File: src/rtl/force_accumulate_sequencer.sv
// -----------------------------------------------------------------------------
// force_accumulate_sequencer
//
// Time-multiplexes a single force calculator across all objects of the n-body
// simulator. Each accepted step updates one subject object (obj_sel). The
// sequencer walks other_sel over every object and sums the x/y forces on the
// subject, skipping the self pair. It then pulses commit for one cycle so the
// position/velocity bank can write the subject's new state.
//
// Ports
//   clock        system clock, all state on the rising edge
//   reset        synchronous active-high reset
//   step         request one update of obj_sel (sampled every cycle)
//   freeze       1 = new steps are not accepted; a running update completes
//   x_force_in   x force on obj_sel from other_sel (combinational, same cycle)
//   y_force_in   y force on obj_sel from other_sel
//   busy         update in progress (ACCUM or COMMIT), registered
//   obj_sel      subject object index (bank read/write address)
//   other_sel    other object index presented to the force calculator
//   x_force_sum  accumulated x force, final while commit=1, held until next start
//   y_force_sum  accumulated y force, same timing as x_force_sum
//   commit       one-cycle pulse: bank writes obj_sel this edge
//   frame_done   one-cycle pulse with commit when obj_sel is the last object
//   overrun      sticky: a step arrived while busy; cleared only by reset
// -----------------------------------------------------------------------------
module force_accumulate_sequencer #(
    parameter int N_OBJ   = 8,
    parameter int IDX_W   = 3,
    parameter int FORCE_W = 14
) (
    input  logic               clock,
    input  logic               reset,
    input  logic               step,
    input  logic               freeze,
    input  logic [FORCE_W-1:0] x_force_in,
    input  logic [FORCE_W-1:0] y_force_in,
    output logic               busy,
    output logic [IDX_W-1:0]   obj_sel,
    output logic [IDX_W-1:0]   other_sel,
    output logic [FORCE_W-1:0] x_force_sum,
    output logic [FORCE_W-1:0] y_force_sum,
    output logic               commit,
    output logic               frame_done,
    output logic               overrun
);

    localparam logic [1:0] IDLE   = 2'd0;
    localparam logic [1:0] ACCUM  = 2'd1;
    localparam logic [1:0] COMMIT = 2'd2;

    localparam logic [IDX_W-1:0] LAST_IDX = IDX_W'(N_OBJ - 1);

    logic [1:0]       state_reg;
    logic [1:0]       state_next;
    logic             busy_reg;
    logic             commit_reg;
    logic             frame_done_reg;
    logic             overrun_reg;
    logic [IDX_W-1:0] obj_sel_reg;
    logic [IDX_W-1:0] other_sel_reg;

    logic start;
    logic last_other;
    logic accum_add;

    assign start      = (state_reg == IDLE) && step && !freeze;
    assign last_other = (other_sel_reg == LAST_IDX);
    // The self pair contributes nothing; the calculator output for it is ignored.
    assign accum_add  = (state_reg == ACCUM) && (other_sel_reg != obj_sel_reg);

    always_comb begin
        state_next = state_reg;
        case (state_reg)
            IDLE:    if (start) state_next = ACCUM;
            ACCUM:   if (last_other) state_next = COMMIT;
            COMMIT:  state_next = IDLE;
            default: state_next = IDLE;
        endcase
    end

    always_ff @(posedge clock) begin
        if (reset) begin
            state_reg      <= IDLE;
            busy_reg       <= 1'b0;
            commit_reg     <= 1'b0;
            frame_done_reg <= 1'b0;
            overrun_reg    <= 1'b0;
            obj_sel_reg    <= '0;
            other_sel_reg  <= '0;
        end else begin
            state_reg      <= state_next;
            busy_reg       <= (state_next != IDLE);
            // commit is raised on the edge that ends the final ACCUM cycle,
            // so it is high exactly during the COMMIT cycle.
            commit_reg     <= (state_reg == ACCUM) && last_other;
            frame_done_reg <= (state_reg == ACCUM) && last_other && (obj_sel_reg == LAST_IDX);
            if (step && (state_reg != IDLE)) begin
                overrun_reg <= 1'b1;
            end
            if (start) begin
                other_sel_reg <= '0;
            end else if ((state_reg == ACCUM) && !last_other) begin
                other_sel_reg <= other_sel_reg + 1'b1;
            end
            // N_OBJ is a power of two, so the natural wrap takes N_OBJ-1 back to 0.
            if (state_reg == COMMIT) begin
                obj_sel_reg <= obj_sel_reg + 1'b1;
            end
        end
    end

    // One accumulator lane per axis: lane 0 = x, lane 1 = y.
    // Plain modular add, no saturation.
    genvar gi;
    generate
        for (gi = 0; gi < 2; gi++) begin : g_axis
            logic [FORCE_W-1:0] force_sel;
            logic [FORCE_W-1:0] sum_reg;

            assign force_sel = (gi == 0) ? x_force_in : y_force_in;

            always_ff @(posedge clock) begin
                if (reset) begin
                    sum_reg <= '0;
                end else if (start) begin
                    sum_reg <= '0;
                end else if (accum_add) begin
                    sum_reg <= sum_reg + force_sel;
                end
            end
        end
    endgenerate

    assign busy        = busy_reg;
    assign commit      = commit_reg;
    assign frame_done  = frame_done_reg;
    assign overrun     = overrun_reg;
    assign obj_sel     = obj_sel_reg;
    assign other_sel   = other_sel_reg;
    assign x_force_sum = g_axis[0].sum_reg;
    assign y_force_sum = g_axis[1].sum_reg;

endmodule

File: config.mk
export PLATFORM = sky130hd
export DESIGN_NAME = force_accumulate_sequencer
export DESIGN_NICKNAME = d
export VERILOG_FILES = /design/src/rtl/force_accumulate_sequencer.sv
export SDC_FILE = /design/constraint.sdc
export NUM_CORES = 1
export LEC_CHECK = 0
export BUFFER_PORTS_ARGS = -buffer_cell sky130_fd_sc_hd__clkbuf_2
export CAP_MARGIN = 10
export CORE_MARGIN = 5
export CORE_UTILIZATION = 40
export DETAILED_ROUTE_END_ITERATION = 10
export PLACE_DENSITY = 0.65
export RECOVER_POWER = 25
export SLEW_MARGIN = 20
export SYNTH_ARGS = -nofsm -noshare
export SYNTH_HDL_FRONTEND = slang
export SYNTH_SLANG_ARGS = --single-unit
File: constraint.sdc
create_clock -name clock -period 3.9 [get_ports clock]
set_clock_uncertainty 0.05 [all_clocks]
set_input_delay 0.195 -clock clock [delete_from_list [all_inputs] [get_ports clock]]
set_output_delay 0.195 -clock clock [all_outputs]
set_load 0.05 [all_outputs]
==> flow_summary.json, run 1 <==
{
  "synth_top_family_by_area": "compound AO/OA/AOI/OAI gates",
  "worstRegToRegCells": 9,
  "netlist_top_cells_area": "sky130_fd_sc_hd__dfxtp_1 29%, sky130_fd_sc_hd__ha_1 14%, sky130_fd_sc_hd__a21oi_1 7.0%",
  "synth-edff-count": 0,
  "remaining_drc_errors": 0,
  "synth-xor-area-share_pct": 3.79,
  "seq_area_frac_synth_pct": 28.9,
  "drt.antenna.violating_nets": 0,
  "fraction_of_the_cycle_the_final_worst_path_needs_pct": 58.2,
  "synth_seq_cells": 40,
  "final_nets": 471,
  "outcome": "completed",
  "vdd.ir_drop.worst_uv": 132,
  "timing.hold.worst.class": "in2reg",
  "ioPinCount": 70,
  "setup.worst_path.class": "reg2reg",
  "whs_endpoint": "overrun",
  "multi_input_comb_area_mm2": 0.00186,
  "cts.htree.levels": 2,
  "antenna_cells_inserted": 0,
  "cts.path.max_buffers": 2,
  "critical_path.max_fanout": 3,
  "initial_core_util_pct": 41.0,
  "vias": 2718,
  "placeableCoreArea_mm2": 0.00676,
  "postSynth.asyncResetShare_pct": 0,
  "place_hpwl_mm": 5.17,
  "fp.dieH_um": 93.2,
  "wire_length_of_the_first_global_routing_pass_mm": 11.7,
  "syn-cell-area_mm2": 0.00277,
  "grt_overall_usage_pct": 16.2,
  "yosysUniqueCellTypes": 52,
  "clock_tree.root_cell": "sky130_fd_sc_hd__clkbuf_8",
  "maxSlewViolCount": 0,
  "max_cap_viols": 0,
  "holdCritStartpoint": "step",
  "type_of_element_launching_the_critical_path": "register",
  "synth_warn": 0,
  "synthFlopType": "sky130_fd_sc_hd__dfxtp_1",
  "cp_required_ns": 4.09,
  "regArea_um2": 801,
  "synthSimpleGateAreaFrac_pct": 19.4,
  "cts_tree": "yes",
  "cellPowerDensity_mw_per_mm2": 280,
  "synth.area.mux_share_pct": 1.08,
  "worstReg2RegStart": "y_force_sum[0]",
  "timing.critical_path.arrival_ns": 2.46,
  "initial_antenna_violation_count": 0,
  "maximum_number_of_pins_on_one_net_before_global_route_repair": 35,
  "clock_insertion_delay_worst_skew_ns": 0.30,
  "die_x_um": 93.2,
  "max_clock_freq_mhz": 440,
  "hold_violations": 0,
  "synth_nets": 405,
  "routed_length_per_instance_um": 14.1,
  "design_power_total_mw": 0.908,
  "totalNegativeSetupSlack_ns": 0,
  "postCtsHoldBufs": 0,
  "post_cts.resized_instances": 0,
  "syn_to_final_growth_pct": 17.2,
  "drt_wirelength_mm": 6.88,
  "share_of_post_route_cells_with_drive_strength_above_1_pct": 17.9,
  "clkSinkCount": 40,
  "tritoncts.num_buffers": 5,
  "grt_setup_unrepaired": "false",
  "synth-compound-area-share_pct": 27.6,
  "hold_path_depth": 3,
  "p_leak_nw": 1.40,
  "final.min_clock_period_ns": 2.27,
  "cts.repair_timing.setup_buffer_count": 0,
  "gp_routability_congestion": 0.850,
  "setup-violations-final": 0,
  "fp-row-count": 30,
  "via_count_of_the_first_global_routing_pass": 2670,
  "pre_cts_ws_ns": 1.64,
  "layout.cells.most_common": "sky130_fd_sc_hd__clkbuf_2",
  "io_buffers": 69,
  "nFillCells": 700,
  "finalWorstSetupSlack_ns": 1.63,
  "dr.pass1.iters": 4,
  "adder_and_majority_gate_portion_of_the_synthesized_area_pct": 15.0,
  "grt_overflow": 0,
  "endpoint_kind": "register",
  "syn_avg_cell_area_um2": 8.13,
  "cell_count_after_synthesis": 341,
  "yosys.area.top_type": "sky130_fd_sc_hd__dfxtp_1",
  "timing.max_slew.rel_slack_pct": 48.3,
  "setup.reg_to_reg.worst_slack_ns": 1.63,
  "tightest_slew_ns": 0.776,
  "mostFrequentLayoutCells": "54 x sky130_fd_sc_hd__clkbuf_2, 40 x sky130_fd_sc_hd__dfxtp_1, 39 x sky130_fd_sc_hd__nand2_1, 39 x sky130_fd_sc_hd__a21oi_1, 30 x sky130_fd_sc_hd__ha_1",
  "netlist.area_leader.share_pct": 28.9,
  "r2r_end": "y_force_sum[10]",
  "cts.reportedPaths.clkPinSlew_ns": 0.09,
  "die_area_mm2": 0.00869,
  "drt-initial-drc-count": 128,
  "vias_per_cell": 5.57
}
## power breakdown
group | switching (mW) | leakage, nW | internal (mW) | total (mW)
sequential | 0.00565 | 0.323 | 0.415 | 0.420
clock | 0.154 | 0.0552 | 0.190 | 0.344
combinational | 0.0928 | 1.02 | 0.0513 | 0.144
total | 0.252 | 1.40 | 0.656 | 0.908
## how the worst max path moves through the flow
stage / endpoint / start / slack [ns] / cells past startpoint
after floorplan: y_force_sum[10] / y_force_sum[0] / 1.42 / 9
after global placement: x_force_sum[12] / x_force_sum[0] / 1.72 / 9
after detailed placement: x_force_sum[12] / x_force_sum[0] / 1.64 / 9
after CTS: y_force_sum[10] / y_force_sum[0] / 1.62 / 9
after global routing: x_force_sum[12] / x_force_sum[0] / 1.44 / 9
final: y_force_sum[10] / y_force_sum[0] / 1.63 / 9
## cells in the mapped netlist, drive strengths merged, types with 4 or more instances
master / instances
dfxtp: 40
a21oi: 39
nand2: 39
ha: 30
nor2: 29
o21ai: 23
nand3: 13
inv: 12
a211oi: 11
clkbuf: 10
xnor2: 10
o21a: 7
a21o: 6
a31oi: 5
and3: 5
nand4: 4
o211ai: 4
o31ai: 4
## worst max-delay path, cell delays in order, from the launching register on
cell and delay [ns]:
sky130_fd_sc_hd__dfxtp_1 0.35, sky130_fd_sc_hd__ha_1 0.19, sky130_fd_sc_hd__inv_1 0.06, sky130_fd_sc_hd__fa_1 0.40, sky130_fd_sc_hd__nor2b_1 0.16, sky130_fd_sc_hd__o31a_1 0.19, sky130_fd_sc_hd__o21ai_0 0.15, sky130_fd_sc_hd__a21o_1 0.22
sky130_fd_sc_hd__a2111o_1 0.35, sky130_fd_sc_hd__nand3_1 0.08
## through the flow
stage                     utilization (%)  hold slack (ns)  instance area (µm²)  cells
after CTS                            48.3           0.0985                 3270    488
final                                48.1            0.107                 3250    488
after detailed placement             46.7            0.396                 3160    480
after global routing                 48.1            0.132                 3250    488
after floorplan                         -            0.307                 2770    341
after global placement               46.7            0.391                 3160    480
## layout make-up
type	count	share of cell area, %
Clock inverter	2	1.08
Inverter	12	1.39
Clock buffer	6	2.24
Timing Repair Buffer	70	10.3
Sequential cell	40	24.7
Tap cell	80	3.08
Multi-Input combinational cell	278	57.3
## cells by family (layout without fill, tap and decap cells)
family | after synthesis | in the layout
xor+xnor | 12 | 12
compound gates | 117 | 117
flops | 40 | 40
simple gates | 114 | 114
buf+inv | 23 | 90
mux | 3 | 3
fa+ha+maj | 32 | 32
## routing by layer
| layer | part of all wire [%] | global-route usage [%] | vias to the layer above | wire length (µm) |
|---|---|---|---|---|
| li1 | - | - | 1382 | - |
| met1 | 46 | 19.6 | 1243 | 3200 |
| met2 | 46 | 27.8 | 83 | 3180 |
| met3 | 5.8 | 3.78 | 10 | 402 |
| met4 | 1.4 | 5.98 | 0 | 98 |
| met5 | 0 | 0 | - | 0 |
Power figures use the tool's default switching activity.
==> inputs of run 2 (changes only) <==
--- a/config.mk
+++ b/config.mk
@@ -5,12 +5,13 @@
 export SDC_FILE = /design/constraint.sdc
 export NUM_CORES = 1
 export LEC_CHECK = 0
+export ABC_AREA = 1
 export BUFFER_PORTS_ARGS = -buffer_cell sky130_fd_sc_hd__clkbuf_2
 export CAP_MARGIN = 10
 export CORE_MARGIN = 5
 export CORE_UTILIZATION = 40
 export DETAILED_ROUTE_END_ITERATION = 10
-export PLACE_DENSITY = 0.65
+export PLACE_DENSITY = 0.64
 export RECOVER_POWER = 25
 export SLEW_MARGIN = 20
 export SYNTH_ARGS = -nofsm -noshare
==> constraint.sdc (replaced) <==
create_clock -name clock -period 2.1 [get_ports clock]
set_clock_uncertainty 0.05 [all_clocks]
set_input_delay 0.105 -clock clock [delete_from_list [all_inputs] [get_ports clock]]
set_output_delay 0.105 -clock clock [all_outputs]
set_load 0.05 [all_outputs]
==> run 2 against run 1 <==
Effect of this change:
- global-route usage fell by 0.22 points
- cell count up 35%
- critical endpoint is now y_force_sum[12]
- die area is 9.9% higher
- non-clock buffer count up 2
- core utilization shrank 0.64 points
- combinational power rose to 3.4 times the previous value
- via count increased by 13%
- hold slack worse by 0.062 ns
- wire length increased by 9.1%
==> flow_summary.json, run 2 <==
{
  "critical_path.max_fanout": 4,
  "p_leak_nw": 2.05,
  "grt_overflow": 0,
  "seq_area_frac_synth_pct": 26.0,
  "synth-compound-area-share_pct": 9.26,
  "final.min_clock_period_ns": 1.85,
  "setup-violations-final": 0,
  "totalNegativeSetupSlack_ns": 0,
  "mostFrequentLayoutCells": "126 x sky130_fd_sc_hd__nand2_1, 87 x sky130_fd_sc_hd__inv_1, 59 x sky130_fd_sc_hd__nor2_1",
  "placeableCoreArea_mm2": 0.00761,
  "synth_top_family_by_area": "simple AND/OR/NAND/NOR gates",
  "kind_of_cell_adding_the_most_delay_to_the_critical_path": "adder cells",
  "final_design_area_no_fill_mm2": 0.00361,
  "remaining_drc_errors": 0,
  "worst_hold_slack_ns": 0.0446,
  "fraction_of_the_cycle_the_final_worst_path_needs_pct": 88.2,
  "cp_slowest_cell": "sky130_fd_sc_hd__fa_1",
  "type_of_element_launching_the_critical_path": "register",
  "timing.hold.worst.class": "in2reg",
  "clock_insertion_delay_worst_skew_ns": 0.30,
  "vdd.ir_drop.worst_uv": 242,
  "endpoint_kind": "register",
  "cts_tree": "yes",
  "met3WireLength_um": 249,
  "netlist_top_cells_area": "sky130_fd_sc_hd__dfxtp_1 26%, sky130_fd_sc_hd__nand2_1 15%, sky130_fd_sc_hd__ha_1 12%",
  "die_x_um": 97.8,
  "fp.dieH_um": 97.8,
  "netlist.area_leader.share_pct": 26.0,
  "cell_count_after_synthesis": 483,
  "postSynth.asyncResetShare_pct": 0,
  "synth_seq_cells": 40,
  "syn_to_final_growth_pct": 17.1,
  "yosys.area.top_type": "sky130_fd_sc_hd__dfxtp_1",
  "syn_avg_cell_area_um2": 6.38,
  "synthFlopType": "sky130_fd_sc_hd__dfxtp_1",
  "ioPinCount": 70,
  "outcome": "completed",
  "die_area_mm2": 0.00956,
  "wire_length_of_the_first_global_routing_pass_mm": 12.9,
  "routed-wl-met2_mm": 3.65,
  "share_of_post_route_cells_with_drive_strength_above_1_pct": 14.1,
  "adder_and_majority_gate_portion_of_the_synthesized_area_pct": 13.5,
  "max_cap_viols": 0,
  "cts.reportedPaths.clkPinSlew_ns": 0.08,
  "tightest_slew_ns": 0.636,
  "clock_tree.root_cell": "sky130_fd_sc_hd__clkbuf_8",
  "finish.utilization_pct": 47.4,
  "cp_required_ns": 2.25,
  "fp-row-count": 32,
  "detail_route.wirelength.met1_mm": 3.47,
  "antenna_cells_inserted": 0,
  "routed_length_per_instance_um": 11.4,
  "dr.pass1.iters": 4,
  "setup.worst_path.class": "reg2reg",
  "timing.critical_path.cells": "ha_1, inv_1, fa_1, inv_1, nand3_1, nand3_1, nand3_1, nand4_1, nand3_1, nand2_1, inv_1",
  "top_layer_used": "met4",
  "cts.repair_timing.setup_buffer_count": 0,
  "initial_antenna_violation_count": 0,
  "vias_per_cell": 4.66,
  "final_nets": 618,
  "drt_wirelength_mm": 7.51,
  "cellPowerDensity_mw_per_mm2": 550,
  "netlist_top_cells_count": "126 x sky130_fd_sc_hd__nand2_1, 87 x sky130_fd_sc_hd__inv_1, 59 x sky130_fd_sc_hd__nor2_1, 40 x sky130_fd_sc_hd__dfxtp_1, 35 x sky130_fd_sc_hd__nand3_1",
  "drt-initial-drc-count": 84,
  "grt_setup_unrepaired": "false",
  "crit_buf_inv": 3,
  "drt.antenna.violating_nets": 0,
  "hold_violations": 0,
  "yosysMostFrequentCell": "sky130_fd_sc_hd__nand2_1",
  "maximum_number_of_pins_on_one_net_before_global_route_repair": 51,
  "grt_overall_usage_pct": 16.0,
  "clkSinkCount": 40,
  "synth.area.mux_share_pct": 0,
  "syn-cell-area_mm2": 0.00308,
  "synthSimpleGateAreaFrac_pct": 33.1,
  "gp_routability_congestion": 0.876,
  "yosysUniqueCellTypes": 24,
  "postPlaceCellArea_mm2": 0.00349,
  "timing.max_slew.rel_slack_pct": 57.8,
  "layout.cells.most_common": "sky130_fd_sc_hd__nand2_1",
  "tritoncts.num_buffers": 5,
  "critPathMostFrequentCell": "sky130_fd_sc_hd__nand3_1",
  "synth-edff-count": 0,
  "initial_core_util_pct": 40.5,
  "place_hpwl_mm": 6.07,
  "max_clock_freq_mhz": 540,
  "timing.critical_path.slowest_cell_delay_ns": 0.40,
  "synth_warn": 0,
  "via_count_of_the_first_global_routing_pass": 2920,
  "cts.htree.levels": 2,
  "io_buffers": 69,
  "cts.path.max_buffers": 2,
  "vias": 3064,
  "maxSlewViolCount": 0,
  "synth_nets": 547,
  "timing.critical_path.arrival_ns": 2.01,
  "synth-xor-area-share_pct": 4.83
}
## run 2: final timing paths
check	from	endpoint	slack, ns	cells after the start
min reg2reg	overrun	overrun	0.43	2
min	step	overrun	0.04	3
max reg2reg	y_force_sum[0]	y_force_sum[12]	0.25	11
max	y_force_sum[0]	y_force_sum[12]	0.25	11
## run 2: tightest hold or removal path, cell delays in order
cell and delay [ns]:
sky130_fd_sc_hd__clkbuf_2 0.10, sky130_fd_sc_hd__o21ai_0 0.08, sky130_fd_sc_hd__a21oi_1 0.06
## run 2: cell type report
class / instances / area (µm²)
flip-flops and latches: 40 / 801
multi-input cells: 347 / 1870
fillers: 853 / 4000
clock buffers: 6 / 82.6
clock inverters: 2 / 38.8
inverters: 88 / 335
well taps: 102 / 128
repair buffers: 72 / 352
## run 2: report_power, final
part,internal [mW],switching (mW),total [mW]
registers,0.785,0.0242,0.809
logic,0.161,0.322,0.483
clock network,0.389,0.303,0.692
total,1.34,0.649,1.98
## run 2: what timing repair did
item	4_1_cts	5_1_grt
hold endpoints to repair	4	0
gates resized for setup	0	0
hold buffers	1	0
## run 2: kinds of logic (layout without fill, tap and decap cells)
family | after synthesis | in the layout
AO/OA/AOI/OAI | 56 | 56
XOR/XNOR | 17 | 17
adder cells (fa/ha/maj) | 32 | 32
buffers and inverters | 96 | 168
flip-flops | 40 | 40
AND/OR/NAND/NOR | 242 | 242
## run 2: metal layers
metal / track usage (%) / vias to the layer above
met2: 28.8 / 45
met3: 3.07 / 12
met1: 19.2 / 1362
met5: 0 / -
li1: - / 1645
met4: 4.69 / 0
## run 2: stage by stage
| step | total power, mW | worst slack, ns | cells |
|---|---|---|---|
| floorplan | 1.20 | 0.0409 | 483 |
| global placement | 1.31 | 0.337 | 648 |
| detailed placement | 1.31 | 0.245 | 648 |
| CTS | 2.03 | 0.224 | 657 |
| global route | 2.10 | 0.0804 | 657 |
| finish | 1.98 | 0.247 | 657 |
